$ cat src/rtl/stage_seq_pkg.sv
// Shared types and helpers for the cascade stage sequencer.
// Holds the FSM state encoding and the threshold sign-extension helper.
package stage_seq_pkg;

  typedef enum logic [2:0] {
    ST_IDLE,
    ST_ISSUE,
    ST_WAIT,
    ST_CMP,
    ST_RESULT
  } stage_seq_state_t;

  localparam int SEXT_W = 64;

  // Widths are module parameters, so the helper works on a wide container:
  // bit w_data-1 of thr is replicated into every bit above it.
  function automatic logic [SEXT_W-1:0] sext_thr(input logic [SEXT_W-1:0] thr,
                                                 input int w_data);
    logic [SEXT_W-1:0] r;
    logic              msb;
    r   = '0;
    msb = 1'b0;
    for (int i = 0; i < SEXT_W; i++) begin
      if (i < w_data) begin
        r[i] = thr[i];
        msb  = thr[i];
      end else begin
        r[i] = msb;
      end
    end
    return r;
  endfunction

endpackage

$ cat src/rtl/dreg.sv
// Enabled data register with synchronous active-high reset.
// Used to hold the per-window result stable while it waits for the collector.
module dreg #(
  parameter int W = 1
) (
  input  logic         clk,
  input  logic         rst,
  input  logic         en,
  input  logic [W-1:0] d,
  output logic [W-1:0] q
);

  always_ff @(posedge clk) begin
    if (rst) begin
      q <= '0;
    end else if (en) begin
      q <= d;
    end
  end

endmodule

$ cat src/rtl/stage_sequencer.sv
// Per-window stage controller for the cascade classifier: walks stages,
// issues stage/threshold requests, compares the stage sum and reports the result.
module stage_sequencer
  import stage_seq_pkg::*;
#(
  parameter int W_ADDR   = 5,
  parameter int W_DATA   = 11,
  parameter int W_SUM    = 16,
  parameter int N_STAGES = 25
) (
  input  logic              clk,
  input  logic              rst,

  input  logic              win_valid,
  output logic              win_ready,

  output logic              stage_valid,
  input  logic              stage_ready,
  output logic [W_ADDR-1:0] stage_data,

  output logic              thr_addr_valid,
  input  logic              thr_addr_ready,
  output logic [W_ADDR-1:0] thr_addr_data,

  input  logic              thr_valid,
  output logic              thr_ready,
  input  logic [W_DATA-1:0] thr_data,

  input  logic              sum_valid,
  output logic              sum_ready,
  input  logic [W_SUM-1:0]  sum_data,

  output logic              res_valid,
  input  logic              res_ready,
  output logic              res_detect,
  output logic [W_ADDR-1:0] res_stage
);

  localparam logic [W_ADDR-1:0] LAST_STAGE = W_ADDR'(N_STAGES - 1);

  stage_seq_state_t  st, st_n;
  logic [W_ADDR-1:0] s, s_n;
  logic [W_DATA-1:0] thr_q, thr_q_n;
  logic [W_SUM-1:0]  sum_q, sum_q_n;
  logic              thr_h, thr_h_n;
  logic              sum_h, sum_h_n;
  logic              stg_done, stg_done_n;
  logic              adr_done, adr_done_n;

  logic [W_SUM-1:0]  thr_sx;
  logic              stage_pass;
  logic              res_load;
  logic              res_detect_n;
  logic [W_ADDR:0]   res_bus;

  logic              in_capture;

  always_ff @(posedge clk) begin
    if (rst) begin
      st       <= ST_IDLE;
      s        <= '0;
      thr_q    <= '0;
      sum_q    <= '0;
      thr_h    <= 1'b0;
      sum_h    <= 1'b0;
      stg_done <= 1'b0;
      adr_done <= 1'b0;
    end else begin
      st       <= st_n;
      s        <= s_n;
      thr_q    <= thr_q_n;
      sum_q    <= sum_q_n;
      thr_h    <= thr_h_n;
      sum_h    <= sum_h_n;
      stg_done <= stg_done_n;
      adr_done <= adr_done_n;
    end
  end

  // Every handshake output is gated by rst so nothing transfers during reset.
  assign in_capture     = (st == ST_ISSUE) || (st == ST_WAIT);
  assign win_ready      = (st == ST_IDLE) && !rst;
  assign stage_valid    = (st == ST_ISSUE) && !stg_done && !rst;
  assign thr_addr_valid = (st == ST_ISSUE) && !adr_done && !rst;
  assign thr_ready      = in_capture && !thr_h && !rst;
  assign sum_ready      = in_capture && !sum_h && !rst;
  assign res_valid      = (st == ST_RESULT) && !rst;
  assign stage_data     = s;
  assign thr_addr_data  = s;

  assign thr_sx     = W_SUM'(sext_thr(SEXT_W'(thr_q), W_DATA));
  assign stage_pass = $signed(sum_q) >= $signed(thr_sx);

  always_comb begin
    st_n         = st;
    s_n          = s;
    thr_q_n      = thr_q;
    sum_q_n      = sum_q;
    thr_h_n      = thr_h;
    sum_h_n      = sum_h;
    stg_done_n   = stg_done;
    adr_done_n   = adr_done;
    res_load     = 1'b0;
    res_detect_n = 1'b0;

    if (thr_valid && thr_ready) begin
      thr_q_n = thr_data;
      thr_h_n = 1'b1;
    end
    if (sum_valid && sum_ready) begin
      sum_q_n = sum_data;
      sum_h_n = 1'b1;
    end

    case (st)
      ST_IDLE: begin
        if (win_valid && win_ready) begin
          st_n       = ST_ISSUE;
          s_n        = '0;
          thr_h_n    = 1'b0;
          sum_h_n    = 1'b0;
          stg_done_n = 1'b0;
          adr_done_n = 1'b0;
        end
      end
      ST_ISSUE: begin
        if (stage_valid && stage_ready) stg_done_n = 1'b1;
        if (thr_addr_valid && thr_addr_ready) adr_done_n = 1'b1;
        if (stg_done_n && adr_done_n) st_n = ST_WAIT;
      end
      ST_WAIT: begin
        // Captures landing this cycle count, keeping the best case at one WAIT cycle.
        if (thr_h_n && sum_h_n && stg_done && adr_done) st_n = ST_CMP;
      end
      ST_CMP: begin
        if (!stage_pass || (s == LAST_STAGE)) begin
          res_load     = 1'b1;
          res_detect_n = stage_pass;
          st_n         = ST_RESULT;
        end else begin
          s_n        = s + 1'b1;
          thr_h_n    = 1'b0;
          sum_h_n    = 1'b0;
          stg_done_n = 1'b0;
          adr_done_n = 1'b0;
          st_n       = ST_ISSUE;
        end
      end
      ST_RESULT: begin
        if (res_valid && res_ready) st_n = ST_IDLE;
      end
      default: st_n = ST_IDLE;
    endcase
  end

  dreg #(
    .W (W_ADDR + 1)
  ) u_res_reg (
    .clk (clk),
    .rst (rst),
    .en  (res_load),
    .d   ({res_detect_n, s}),
    .q   (res_bus)
  );

  assign {res_detect, res_stage} = res_bus;

endmodule
$ cat config.mk
export PLATFORM = sky130hd
export DESIGN_NAME = stage_sequencer
export DESIGN_NICKNAME = d
export VERILOG_FILES = /design/src/rtl/stage_seq_pkg.sv /design/src/rtl/dreg.sv /design/src/rtl/stage_sequencer.sv
export SDC_FILE = /design/constraint.sdc
export NUM_CORES = 1
export LEC_CHECK = 0
export ABC_AREA = 1
export BUFFER_PORTS_ARGS = -buffer_cell sky130_fd_sc_hd__buf_4
export CORE_ASPECT_RATIO = 0.9
export CORE_MARGIN = 2
export CORE_UTILIZATION = 25
export DETAILED_ROUTE_END_ITERATION = 10
export GPL_ROUTABILITY_DRIVEN = 0
export PLACE_DENSITY = 0.47
export SYNTH_ARGS = -nofsm -noshare
export SYNTH_HDL_FRONTEND = slang
export SYNTH_SLANG_ARGS = --single-unit
$ cat constraint.sdc
create_clock -name clk -period 2.7 [get_ports clk]
set_clock_uncertainty 0.05 [all_clocks]
set_input_delay 0.135 -clock clk [delete_from_list [all_inputs] [get_ports clk]]
set_output_delay 0.135 -clock clk [all_outputs]
set_load 0.02 [all_outputs]
==> results.md, run 1 <==
* Outcome: finished, final reports clean
* Num rows at 33
* Num CTS Buffers at 5
* Slowest cell on the critical path: ha_1
* Req. time, crit path at 2.84 ns
* RSZ-0062 raised after global routing: no
* Crit Path Max Fanout at 18
* Post-Synthesis Cells at 340
* Grt total ovfl at 0
* Reg-to-reg endpoint: adr_done
* Max rail drop VDD at 0.0002727 V
* GRT Util Overall at 0.1171
* Worst-Skew Late Latency at 0.30 ns
* H-tree depth at 2
* Clk sinks at 45
* Fill count at 993
* FF-to-FF setup slack at 0.44 ns
* Worst-Margin Slew at 0.4692 ns
* Slowest stage delay, CP at about 0.38 ns
* Sequential share of the synthesized area at 0.3754
* Max cap viols at 0
* # DRC at 0
* WL final at between 5000 and 6000 µm
* P_leak at 1.386 nW
* Final nets at 442
* Count of final setup violators at 0
* CTS-repair resized insts at 0
* Buf/Inv on CP at 1
* Final Hold Viols at 0
* Initial antenna violation count at 0
* Critical Path Sink Type: flip-flop
* Synth cell types at 28
* Via count at 2,189
* Hold_buf cts at 0
* Post-DR vias/cell at about 4.3
* Port Buffers at 56
* Post-synthesis net count at between 300 and 400
* Hold depth at 3
* Worst Reg2Reg Path Length in Cells at 13
* Share of layout cells above drive strength 1 at 0.2256
* Worst Path Arrival at 2.40 ns
* Worst-path clk slew at 0.09 ns
* Cell repeated most along the worst path: nand2_1
* Chip width at about 110 µm
* Largest net degree at the start of global routing at 27
* Rel. slew slack at 0.6869
* Reg-to-reg startpoint: thr_q[10]
* Root Buffer: clkbuf_8
* # IOs at 57
* Hold Path Class: primary input to flip-flop
* Die height at between 90 and 100 µm
* Vias in the first global route at 2,118
* Area grow syn2layout at 24.24%
* Full die area at between 10,000 and 15,000 µm²
* Hold Crit Endpoint: sum_q[7]
* Initial core utilization at 0.2606
* Syn Area/Cell at 7.058 µm²
* Startpoint Class: flip-flop
* Core Region at 9208 µm²
* ANT cells at 0
* Initial drt markers at approximately 130
* Commonest non-fill, non-tap cell in the layout: nand2_1
* PD cells at 886.1 nW/µm²
* CP Cell Sequence: inv_1, ha_1, nand2_1, nor3_1, nand2_1, nand3_1, nand3_1, nand2_2, nand2_4, nand2_1, nand2_1, nand2_1, nor2_1
* CTS tree: done
* Final worst-path cycle share at 0.8362
* Max clock buf depth at 2
* Max Freq at approximately 440 MHz
* First drt pass iteration count at 4
* Hold path startpoint: sum_data[7]
* First-pass GRT wire length at ~9800 µm
* Final min period at 2.258 ns
* Setup CP Type: flip-flop to flip-flop
* Final ANT Viol Nets at 0
* Tot Pwr at 0.002642 W
* Slew Limit Fails at 0
* Commonest non-fill, non-tap cells in the layout: nand2_1, buf_4, a21oi_1
* Crit-path leading delay family: simple AND/OR/NAND/NOR gates
* Cell Area, Synth at 2400 µm²
* Setup TNS at 0 ns
* Ys Warns at 0
* Dpl hpwl at between 4000 and 5000 µm
* Post-synthesis register bit count at 45
* Postcts setup bufs at 0
* Routed length per instance at 11.36 µm
==> power by group <==
| group | total, W | internal [W] | leakage (nW) | switching (W) |
|---|---|---|---|---|
| Clock | 0.000414 | 0.000179 | 0.0439 | 0.000235 |
| Sequential | 0.000906 | 0.000782 | 0.365 | 0.000125 |
| Combinational | 0.00132 | 0.000502 | 0.977 | 0.000820 |
| Total | 0.00264 | 0.00146 | 1.39 | 0.00118 |
==> Yosys cell counts <==
library cell	n	area share
nor3_1	3	0.0063
a21oi_2	1	0.0037
nor2_4	1	0.0047
a21oi_1	48	0.10
o21ai_0	14	0.029
inv_2	2	0.0031
o221ai_1	1	0.0037
buf_1	1	0.0016
nand2_2	8	0.021
nand2_4	1	0.0047
clkinv_2	1	0.0021
nand2_1	86	0.13
ha_1	18	0.094
nor4_1	3	0.0078
nor2_2	2	0.0052
buf_6	2	0.0094
buf_4	6	0.019
buf_2	2	0.0042
o21ai_2	2	0.0073
nand4_1	1	0.0026
or2_2	2	0.0052
a21o_1	1	0.0031
dfxtp_1	45	0.38
nor2_1	20	0.031
nand3_1	23	0.048
o31ai_1	1	0.0031
inv_1	38	0.059
clkbuf_1	7	0.011
==> worst max path at each step <==
stage	slack [ns]	endpoint	cells after the start	from
global placement	0.56	stg_done	15	thr_q[10]
floorplan	0.70	stage_data[2]	12	thr_q[10]
global route	0.18	adr_done	15	thr_q[10]
CTS	0.43	stg_done	15	thr_q[10]
detailed placement	0.46	stg_done	15	thr_q[10]
finish	0.44	adr_done	13	thr_q[10]
==> tightest hold or removal path, stage by stage <==
cell,delay [ns]
buf_4,0.11
nand2_1,0.05
a21oi_1,0.05
==> cell type report <==
type                            instances  area [µm²]  share of cell area
Sequential cell                        45       900.9              0.3021
Inverter                               41       155.1             0.05204
Clock inverter                          3       17.52            0.005875
Clock buffer                            5       68.82             0.02308
Multi-Input combinational cell        236        1236              0.4146
Timing Repair Buffer                   60       450.4              0.1511
Tap cell                              122       152.6             0.05120
==> flip-flops by register name, summed over array words and instances, names as in the netlist <==
name         cells
stg_done         1
st               3
sum_q           16
thr_h            1
thr_q           11
sum_h            1
stage_data       5
u_res_reg.q      6
adr_done         1
==> through the flow <==
step           instance area, µm²    util  setup slack [ns]  instances  hold WS, ns
5_1_grt                      2982  0.3238            0.1763        512      0.02368
4_1_cts                      2982  0.3238            0.4271        512      0.02837
6_report                     2982  0.3238            0.4422        512      0.03640
3_3_place_gp                 2895  0.3144            0.5633        504       0.3420
3_5_place_dp                 2895  0.3144            0.4569        504       0.3431
2_1_floorplan                2400       -            0.7011        340       0.2277
==> metal layers <==
layer | wire [µm] | track usage | share of wire | vias to the layer above
li1 | - | - | - | 1189
met1 | 2924 | 0.1597 | 0.50 | 954
met2 | 2575 | 0.1811 | 0.44 | 38
met3 | 222 | 0.02561 | 0.038 | 8
met4 | 93 | 0.04096 | 0.016 | 0
met5 | 0 | 0 | 0 | -
==> logic make-up after synthesis <==
family,share of synthesized area
adder cells (fa/ha/maj),0.09385
AO/OA/AOI/OAI,0.1502
AND/OR/NAND/NOR,0.2711
flip-flops,0.3754
buffers and inverters,0.1095
(Power assumes the default switching activity.)
==> run 2, diff against run 1 <==
- ABC_AREA: 1 -> 0
- PLACE_DENSITY: 0.47 -> 0.49
- clock period: 2.7 -> 2 ns (I/O delays scaled with it)
==> results.md, run 2 <==
* Syn Area/Cell at 9.066 µm²
* Hold_ws at 0.03248 ns
* Initial antenna violation count at 0
* Initial core utilization at 0.2538
* Die height at 94.69 µm
* FFs w/ async S/R, synth at 0
* FF/Latch Area at 904.6 µm²
* Full die area at 9920 µm²
* Share of layout cells above drive strength 1 at 0.3324
* Most used DFF post-synth: dfxtp_1
* Count of final setup violators at 17
* Port Buffers at between 50 and 60
* Startpoint Class: flip-flop
* Post-DR vias/cell at ~4.4
* First drt pass iteration count at 4
* Slew Limit Fails at 0
* Chip width at 104.8 µm
* Setup TNS at -2.912 ns
* Outcome: complete, but fails checks
* Failing checks: setup timing
* Post-synthesis register bit count at 45
* Area leader, netlist: dfxtp_1
* Hold path startpoint: res_ready
* Final WS setup at -0.2447 ns
* Final worst-path cycle share at 1.122
* Ys Warns at 0
* Post-layout util at 0.3862
* Worst-path clk slew at around 0.090 ns
* Clk sinks at 45
* Post-synthesis net count at 305
* Largest regs: sum_q: 16 flops, thr_q: 11 flops, u_res_reg.q: 6 flops
* Initial drt markers at 61
* Cell Area, Synth at 2285 µm²
* Critical Path Sink Type: flip-flop
* Final Hold Viols at 0
* Most instantiated cells after synthesis: dfxtp_1, nor2_1, mux2i_1
* Num CTS Buffers at 5
* Reg-to-reg startpoint: thr_q[10]
* RSZ-0062 raised after global routing: yes
* First-pass GRT wire length at between 9000 and 10,000 µm
* WL final at 5878 µm
* # IOs at 57
* Num rows at 33
* Worst Setup SP: thr_q[10]
* Post-synth EDFFs at 0
* GRT Util Overall at 0.1247
* CTS tree: done
* Final ANT Viol Nets at 0
* ANT cells at 0
* Max cap viols at 0
* Final nets at 401
* Req. time, crit path at 2.15 ns
* Sequential share of the synthesized area at 0.3943
* H-tree depth at 2
* Routed length per instance at between 10 and 15 µm
* Crit Path Max Fanout at 8
* Max reg flops at 16
* Commonest non-fill, non-tap cell in the layout: buf_4
* P_leak at 1.597 nW
* Setup slack at placement at -0.2750 ns
* Grt total ovfl at 0
* Commonest non-fill, non-tap cells in the layout: buf_4, dfxtp_1, nor2_1
* Dpl hpwl at 4069 µm
* Vias in the first global route at 2,058
* Fill count at 934
* Max rail drop VDD at between 0.0002 and 0.0003 V
* Rel. slew slack at 0.6907
* Setup CP Type: flip-flop to flip-flop
* Max clock buf depth at 2
* Area contributors post-synth: dfxtp_1, mux2i_1, ha_1
* Worst Path Arrival at between 2 and 2.5 ns
* Worst-Skew Late Latency at 0.31 ns
* Most instantiated library cell after synthesis: dfxtp_1
* Post-Synthesis Cells at around 250
* Multi-input gate area at 1386 µm²
* Root Buffer: clkbuf_8
* Synth cell types at 40
* Final min period at 2.245 ns
* Top cell type's share of synthesized area at 0.3943
* Largest net degree at the start of global routing at 41
* Worst-Margin Slew at 0.4639 ns
* PD cells at 661.6 nW/µm²
* # DRC at 0
* Via count at approximately 2.1k
* Hold Path Class: primary input to flip-flop
* Max Freq at around 450 MHz
* Area grow syn2layout at 52.14%
* Core Region at approximately 9000 µm²
* Biggest register: sum_q
## run 2: cell types whose count changed after synthesis, sizes merged, moves of 5 or more
cell / change
nand2: -74
inv: -23
o21ai: -12
nand3: -16
mux2i: +29
nor3: +8
a21oi: -37
nor2: +11
a31o: +5
## run 2: logic make-up after synthesis
group,count (synthesis),synth area share
xor gates and xnor gates,1,0.003834
muxes,29,0.1271
buffers and inverters,31,0.06626
AOI/OAI and AO/OA,35,0.1134
adders and majority gates,18,0.09858
and+or+nand+nor,93,0.1966
DFF,45,0.3943
## run 2: per-stage QoR
stage	cell area (µm²)	instances	power, W
5_1_grt	3476	471	0.002428
4_1_cts	3443	469	0.002302
3_5_place_dp	2953	430	0.001424
2_1_floorplan	2362	252	0.001263
3_3_place_gp	2953	430	0.001422
6_report	3476	471	0.002300
## run 2: worst max-delay path, stage by stage (launching register included)
cell	delay, ns
dfxtp_4	0.39
inv_8	0.06
ha_4	0.26
nand4_1	0.18
nor3_2	0.21
a211oi_2	0.11
mux2i_2	0.17
buf_4	0.15
a21oi_4	0.23
nor2_1	0.07
o32ai_1	0.26
## run 2: path summary, 6_finish.rpt
path	to	slack, ns	cells past startpoint
hold reg to reg	u_res_reg.q[4]	0.44	1
setup reg to reg	st[0]	-0.24	10
setup / recovery	st[0]	-0.24	10
hold / removal	st[2]	0.03	3
## run 2: area by class of cell
type,instances,area share
clock buffers,6,0.02088
clock inverters,2,0.01116
inverters,17,0.02052
multi-input cells,177,0.3988
flip-flops and latches,45,0.2603
well taps,122,0.04392
repair buffers,102,0.2444
## run 2: timing repair
action / CTS / global route
buffers inserted: 3 / 2
pin swaps: 13 / 3
cloned: 1 / 0
hold buffers: 27 / 0
setup endpoints to repair: 17 / 17
resized for setup: 13 / 4
hold endpoints to repair: 27 / 0
## run 2: where the power goes
group / internal (W) / leakage (nW) / total [W] / switching (W)
Clock: 0.000375 / 0.0554 / 0.000697 / 0.000322
Combinational: 0.000344 / 1.18 / 0.000650 / 0.000306
Sequential: 0.000925 / 0.365 / 0.000953 / 0.0000274
## run 2: routing by layer
metal  track usage  share of wire  vias up
li1              -              -     1082
met1        0.1651           0.49      940
met3       0.02692          0.047        8
met4       0.04000          0.012        0
met5             0              0        -
met2        0.2035           0.45       61
==> run 3, diff against run 2 <==
- CORE_UTILIZATION: 25 -> 48
- PLACE_DENSITY: 0.49 -> 0.8
- RECOVER_POWER: default -> 100
==> results.md, run 3 (synthesis gave the netlist of run 2 again) <==
* Outcome: complete, but fails checks
* Failing checks: setup timing
* Max Freq at 433.7 MHz
* Critical Path Sink Type: flip-flop
* Placed cell count at 369
* Port Buffers at 56
* First-pass GRT wire length at 10,290 µm
* Combinational cell fraction of total power at 0.269
* Max clock buf depth at 2
* Die height at 69.45 µm
* Worst-Skew Late Latency at about 0.30 ns
* Via count at between 2k and 2.5k
* Reg-to-reg endpoint: stage_data[2]
* Hold path startpoint: sum_data[10]
* Post-DR vias/cell at about 5.5
* Routed length per instance at 15.48 µm
* Crit Path Max Fanout at 7
* Worst-Margin Slew at 0.7946 ns
* Switching Fraction at 0.2806
* Clock power share at 0.336
* Commonest non-fill, non-tap cell in the layout: buf_4
* GRT Util Overall at 0.2350
* Int Pwr at 0.001740 W
* Commonest non-fill, non-tap cells in the layout: buf_4, dfxtp_1, nor2_1
* Vias in the first global route at 2,278
* Setup TNS at -3.800 ns
* WL final at 6300 µm
* Hold depth at 3
* # IOs at 57
* Grt total ovfl at 0
* Reg-to-reg startpoint: thr_q[10]
* Setup slack at placement at -0.2165 ns
* Num CTS Buffers at 5
* H-tree depth at 2
* Hold Crit Endpoint: sum_q[10]
* Full die area at around 5300 µm²
* Hold Path Class: primary input to flip-flop
* Req. time, crit path at approximately 2.2 ns
* CTS tree: done
* Largest regs: sum_q: 16 flops, thr_q: 11 flops, u_res_reg.q: 6 flops
* Final WS setup at -0.3057 ns
* # DRC at 0
* Finished Layout Cells at 407
* Worst Reg2Reg Path Length in Cells at 12
* Initial drt markers at 93
* Worst-path clk slew at 0.08 ns
* Final min period at roughly 2.3 ns
* Initial antenna violation count at 0
* Max rail drop VDD at approximately 0.00061 V
* Post-layout util at 0.7377
* Count of final setup violators at 17
* Final Hold Viols at 0
* Max reg flops at 16
* Num rows at 23
* First drt pass iteration count at 4
* Share of layout cells above drive strength 1 at 0.2928
* Dpl cell area at 2870 µm²
* Final nets at roughly 400
* Biggest register: sum_q
* Worst Path Arrival at 2.49 ns
* P_leak at 1.502 nW
* Area grow syn2layout at 45.89%
* FF-to-FF setup slack at -0.31 ns
* P_sw at 0.0006785 W
* Core Region at 4518 µm²
* Root Buffer: clkbuf_8
* PD cells at 725.5 nW/µm²
* Max cap viols at 0
* Final ANT Viol Nets at 0
* Chip width at around 77 µm
* Startpoint Class: flip-flop
* Setup CP Type: flip-flop to flip-flop
* Initial core utilization at 0.5057
* Clk sinks at 45
* Power share of the sequential group at 0.395
* Finished layout cell area at 3333 µm²
* Rel. slew slack at 0.4654
* Largest net degree at the start of global routing at 28
* Dpl hpwl at 3819 µm
* Final worst-path cycle share at 1.153
* RSZ-0062 raised after global routing: yes
* Slew Limit Fails at 0
* ANT cells at 0
## run 3: cell count changes in the layout (fill, tap and decap cells not counted), sizes merged
cell | previous run | this run
clkbuf | 6 | 29
buf | 75 | 51
bufinv | 1 | 2
dlygate4sd3 | 27 | 23
## run 3: through the flow
| step | hold slack (ns) | total power [W] |
|---|---|---|
| 2_1_floorplan | 0.1938 | 0.001263 |
| 3_3_place_gp | 0.2794 | 0.001412 |
| 3_5_place_dp | 0.2871 | 0.001422 |
| 4_1_cts | 0.002362 | 0.002393 |
| 5_1_grt | 0.02642 | 0.002517 |
| 6_report | 0.003243 | 0.002418 |
## run 3: what timing repair did
| item | CTS | global route |
|---|---|---|
| pin swaps | 19 | 5 |
| setup buffers | 5 | 1 |
| gates cloned | 1 | 0 |
| gates resized for setup | 19 | 5 |
| endpoints found under the hold margin | 23 | 0 |
| endpoints found under the setup margin | 17 | 17 |
| hold buffers | 23 | 0 |
## run 3: worst max path at each step
stage	start	to	slack (ns)
floorplan	thr_q[10]	u_res_reg.q[0]	-0.07
global placement	thr_q[10]	u_res_reg.q[2]	-0.16
finish	thr_q[10]	stage_data[2]	-0.31
global route	thr_q[10]	u_res_reg.q[4]	-0.37
CTS	thr_q[10]	u_res_reg.q[2]	-0.25
detailed placement	thr_q[10]	u_res_reg.q[3]	-0.22
## run 3: cell type report
cell class,count,area [µm²]
Clock inverter,3,65.06
Fill cell,341,1185
Clock buffer,5,68.82
Multi-Input combinational cell,177,1429
Inverter,17,68.82
Tap cell,62,77.57
Timing Repair Buffer,98,720.7
Sequential cell,45,903.4
## run 3: worst max-delay path: stages (launching register included)
cell and delay, ns:
dfxtp_2 0.37, inv_6 0.07, ha_4 0.26, nand4_1 0.17, buf_4 0.20, nor3_4 0.12, a211oi_2 0.07, mux2i_2 0.16
buf_4 0.15, a21oi_4 0.27, buf_6 0.17, a31oi_4 0.08, o21ai_1 0.10
## run 3: metal layers
layer / up-vias / global-route usage / share of wire
li1: 1074 / - / -
met1: 1074 / 0.2858 / 0.42
met2: 68 / 0.4201 / 0.52
met3: 4 / 0.03906 / 0.055
met4: 0 / 0.07677 / 0.0052
met5: - / 0 / 0
## run 3: power groups by stage
stage          Sequential (W)  Clock, W  Combinational (W)
2_1_floorplan        0.000963         0           0.000300
3_3_place_gp         0.000973         0           0.000439
3_5_place_dp         0.000975         0           0.000447
4_1_cts              0.000954  0.000821           0.000618
5_1_grt              0.000960  0.000861           0.000696
6_report             0.000955  0.000813           0.000650
